<file path="config.mk">
export PLATFORM = sky130hd
export DESIGN_NAME = dut_core
export DESIGN_NICKNAME = d
export VERILOG_FILES = /design/src/rtl/dut_core.sv
export SDC_FILE = /design/constraint.sdc
export NUM_CORES = 1
export LEC_CHECK = 0
export ABC_AREA = 1
export BUFFER_PORTS_ARGS = -buffer_cell sky130_fd_sc_hd__buf_2
export CORE_ASPECT_RATIO = 0.7
export CORE_MARGIN = 8
export CORE_UTILIZATION = 64
export CTS_CLUSTER_SIZE = 24
export DETAILED_ROUTE_END_ITERATION = 8
export GPL_ROUTABILITY_DRIVEN = 0
export GPL_TIMING_DRIVEN = 0
export PLACE_DENSITY = 0.86
export SYNTH_ARGS = -nofsm -noshare
export SYNTH_HDL_FRONTEND = slang
export SYNTH_SLANG_ARGS = --single-unit
</file>
<file path="constraint.sdc">
create_clock -name CLK -period 4.44 [get_ports CLK]
set_input_delay 0.666 -clock CLK [delete_from_list [all_inputs] [get_ports CLK]]
set_output_delay 0.666 -clock CLK [all_outputs]
set_load 0.005 [all_outputs]
</file>
<file path="src/rtl/dut_core.sv">
// Register-mapped programmable 8-bit counter.
// Host port: 8 x 8-bit registers, 1-cycle registered read.
module dut_core (
  input  logic       CLK,
  input  logic       RST_N,
  input  logic       write_en,
  input  logic [2:0] write_address,
  input  logic [7:0] write_data,
  input  logic       read_en,
  input  logic [2:0] read_address,
  output logic [7:0] read_data,
  output logic [7:0] counter_out
);

  localparam logic [7:0] ID_VAL = 8'hA5;

  logic [2:0] ctrl_q;
  logic [7:0] load_q;
  logic [7:0] step_q;
  logic [7:0] limit_q;
  logic       hit_q;
  logic [7:0] scratch_q;
  logic [7:0] count_q;

  logic en, dir, oneshot;
  logic wr_ctrl, wr_load, wr_step;
  logic wr_limit, wr_status, wr_scratch;
  logic hit_ev;
  logic [7:0] count_d;
  logic [7:0] rd_mux;

  assign en      = ctrl_q[0];
  assign dir     = ctrl_q[1];
  assign oneshot = ctrl_q[2];

  assign wr_ctrl    = write_en && (write_address == 3'd0);
  assign wr_load    = write_en && (write_address == 3'd1);
  assign wr_step    = write_en && (write_address == 3'd2);
  assign wr_limit   = write_en && (write_address == 3'd3);
  assign wr_status  = write_en && (write_address == 3'd4);
  assign wr_scratch = write_en && (write_address == 3'd6);

  // A LOAD write outranks the limit compare, so it never raises HIT.
  assign hit_ev = !wr_load && en && (count_q == limit_q);

  always_comb begin
    count_d = count_q;
    if (wr_load)
      count_d = write_data;
    else if (hit_ev)
      count_d = load_q;
    else if (en)
      count_d = dir ? count_q - step_q
                    : count_q + step_q;
  end

  always_comb begin
    rd_mux = 8'h00;
    case (read_address)
      3'd0: rd_mux = {5'b0, ctrl_q};
      3'd1: rd_mux = load_q;
      3'd2: rd_mux = step_q;
      3'd3: rd_mux = limit_q;
      3'd4: rd_mux = {7'b0, hit_q};
      3'd5: rd_mux = count_q;
      3'd6: rd_mux = scratch_q;
      3'd7: rd_mux = ID_VAL;
      default: rd_mux = 8'h00;
    endcase
  end

  always_ff @(posedge CLK or negedge RST_N) begin
    if (!RST_N) begin
      ctrl_q    <= 3'b000;
      load_q    <= 8'h00;
      step_q    <= 8'h01;
      limit_q   <= 8'hFF;
      hit_q     <= 1'b0;
      scratch_q <= 8'h00;
      count_q   <= 8'h00;
      read_data <= 8'h00;
    end else begin
      count_q <= count_d;
      // Host CTRL write beats the one-shot EN clear.
      if (wr_ctrl)
        ctrl_q <= write_data[2:0];
      else if (hit_ev && oneshot)
        ctrl_q <= {ctrl_q[2:1], 1'b0};
      if (wr_load)
        load_q <= write_data;
      if (wr_step)
        step_q <= write_data;
      if (wr_limit)
        limit_q <= write_data;
      if (wr_scratch)
        scratch_q <= write_data;
      if (hit_ev)
        hit_q <= 1'b1;
      else if (wr_status && write_data[0])
        hit_q <= 1'b0;
      if (read_en)
        read_data <= rd_mux;
    end
  end

  assign counter_out = count_q;

endmodule

</file>
==> results.sh <==
export IMPL_drive_gt1_frac=0.156
export IMPL_tritoncts_num_buffers=5
export IMPL_crit_type="flip-flop to flip-flop"
export IMPL_crit_path_end_kind="flip-flop"
export IMPL_worstMarginPinSlew_ns=1.11
export IMPL_num_antenna_cells=0
export IMPL_routed_wl_um=8660
export IMPL_hold_class="flip-flop to flip-flop"
export IMPL_cts_tree="done"
export IMPL_vias_per_cell=5.58
export IMPL_drc=0
export IMPL_grtUsageTotal=0.242
export IMPL_antenna_found_initial=0
export IMPL_syn_area_mm2=0.00325
export IMPL_initial_core_util=0.673
export IMPL_drt_iter0_drc=414
export IMPL_cp_required_ns=4.65
export IMPL_grt_overflow_total=0
export IMPL_irDropWorstVdd_uv=264
export IMPL_postCtsHoldBufs=0
export IMPL_p_leak_nw=1.97
export IMPL_final_cell_mix="nand2_1, inv_1, o21ai_0, dfrtp_1, buf_2"
export IMPL_grt_pass1_wl_um=14100
export IMPL_ys_seq_area_frac=0.403
export IMPL_dieArea_mm2=0.00766
export IMPL_finClkSkew_ns=0.00521
export IMPL_start_kind="flip-flop"
export IMPL_timing_final_crit_period_ns=2.58
export IMPL_chipWidth_um=101
export IMPL_num_rows=21
export IMPL_h_tree_depth=2
export IMPL_pin_count=34
export IMPL_firstDrtPassIters=6
export IMPL_setup_viol=0
export IMPL_tns_ns=0
export IMPL_fin_crit_sh=0.580
export IMPL_floorplan_core_area_mm2=0.00483
export IMPL_cts_buffer_depth=2
export IMPL_slew_headroom=0.259
export IMPL_die_y_um=75.7
export IMPL_pwr_density_cell_mw_per_mm2=541
export IMPL_place_area_mm2=0.00350
export IMPL_nNetsFinal=527
export IMPL_syn_inst=460
export IMPL_avgRoutedWirePerCell_um=15.2
export IMPL_path_clk_slew_ns=0.09
export IMPL_total_power_mw=1.94
export IMPL_post_cts_setup_buffers=0
export IMPL_post_route_cell_area_mm2=0.00359
export IMPL_antenna_left=0
export IMPL_syn2layout_area_growth_pct=10.4
export IMPL_grt_max_degree=53
export IMPL_cts_sinks=52
export IMPL_cts_root_buffer="clkbuf_8"
export IMPL_grt_setup_unrepaired="false"
export IMPL_io_buffers=33
export IMPL_synth_area_per_cell_um2=7.07
export IMPL_maxCapViolCount=0
export IMPL_cts_resized=0
export IMPL_final_common_cell="nand2_1"
export IMPL_synth_seq_cells=52
export IMPL_drv_slew=0
export IMPL_hold_violations=0
export IMPL_synth_distinct_cells=37
export IMPL_grt_pass1_vias=2846
export IMPL_max_clock_freq_mhz=388
export IMPL_yosysWarningCount=0
export IMPL_hpwl_um=6730
export IMPL_crit_arrival_ns=2.79
export IMPL_status="finished clean"
export IMPL_path_max_fanout=4
export IMPL_dr_total_vias=3180
export IMPL_synth_fp_nets=487
export IMPL_clk_latency_ns=0.32
synth_stat cells (all sizes together):
library cell | number | share of area
nor2 | 25 | 0.034
ha | 8 | 0.031
a31oi | 1 | 0.0019
nand3 | 20 | 0.042
or2 | 1 | 0.0019
dfrtp | 43 | 0.33
xor2 | 5 | 0.013
o211ai | 1 | 0.0023
a21oi | 16 | 0.025
buf | 5 | 0.0096
o22ai | 2 | 0.0038
fa | 1 | 0.0062
nand4 | 3 | 0.0058
nand2 | 165 | 0.19
a211oi | 1 | 0.0023
o31ai | 1 | 0.0023
o221ai | 3 | 0.0081
a22oi | 2 | 0.0046
dfstp | 9 | 0.073
inv | 82 | 0.095
o21ai | 58 | 0.098
xnor2 | 3 | 0.0081
o2111ai | 1 | 0.0027
o21bai | 1 | 0.0023
nor3 | 1 | 0.0015
clkinv | 1 | 0.0012
nor3b | 1 | 0.0023
area by class of cell:
cell class              instances  area, um2
inverters                      83        314
multi-input cells             320       1600
plain buffers                   5       31.3
clock inverters                 2       13.8
clock buffers                   6       72.6
well taps                      69       86.3
flip-flops and latches         52       1310
fillers                       419       1240
repair buffers                 33        165
flip-flops by register name (all words and copies together) (netlist names):
name	flops
counter_out	8
ctrl_q	3
hit_q	1
limit_q	8
load_q	8
read_data	8
scratch_q	8
step_q	8
power by group:
part           total (mW)  internal [mW]  switching, mW
clock               0.277          0.113          0.164
combinational       0.938          0.365          0.573
sequential          0.728          0.600          0.128
total                1.94           1.08          0.866
logic make-up (layout without fill, tap and decap cells):
kind of cell               Yosys count  count (layout)  synth area share
adders and majority gates            9               9            0.0369
AOI/OAI and AO/OA                   87              87             0.153
xor gates and xnor gates             8               8            0.0215
DFF                                 52              52             0.403
and+or+nand+nor                    216             216             0.278
buffers and inverters               88             129             0.106
through the flow:
step            util  instances  setup slack (ns)  hold WS [ns]
2_1_floorplan      -        460              2.25         0.370
3_3_place_gp   0.725        562              1.97         0.458
3_5_place_dp   0.725        562              1.88         0.462
4_1_cts        0.743        570              1.91         0.486
6_report       0.743        570              1.86         0.481
5_1_grt        0.743        570              1.69         0.502
routing by layer:
layer  track usage  vias up  share of wire  wire length (um)
met5             0        -              0                 0
met4        0.0690        0          0.018               158
met3        0.0776       18           0.12              1080
met2         0.362      190           0.43              3720
met1         0.329     1449           0.43              3710
li1              -     1523              -                 -
worst max-delay path: stages (launching register included):
cell and delay, ns:
dfstp_2 0.41, inv_1 0.10, ha_1 0.16, inv_1 0.05, nor2_1 0.12, nand2_1 0.09, o31ai_1 0.26, xor2_1 0.21
inv_1 0.06, ha_1 0.32, nand2_1 0.11, inv_1 0.05, a21oi_1 0.14, nand2_1 0.12, nand3_1 0.10, nand3_2 0.07
nand2_1 0.06, nand2_1 0.06
final timing paths:
check                             startpoint              to  slack [ns]  cells past startpoint
worst min-delay path            read_data[7]    read_data[7]        0.48                      2
worst max-delay path               step_q[0]  counter_out[7]        1.86                     17
worst min register to register  read_data[7]    read_data[7]        0.48                      2
worst max register to register     step_q[0]  counter_out[7]        1.86                     17
max in group asynchronous              RST_N  counter_out[6]        3.21                      1
min in group asynchronous              RST_N       ctrl_q[2]        0.55                      1
No activity file was read; power rests on OpenSTA's default activity.
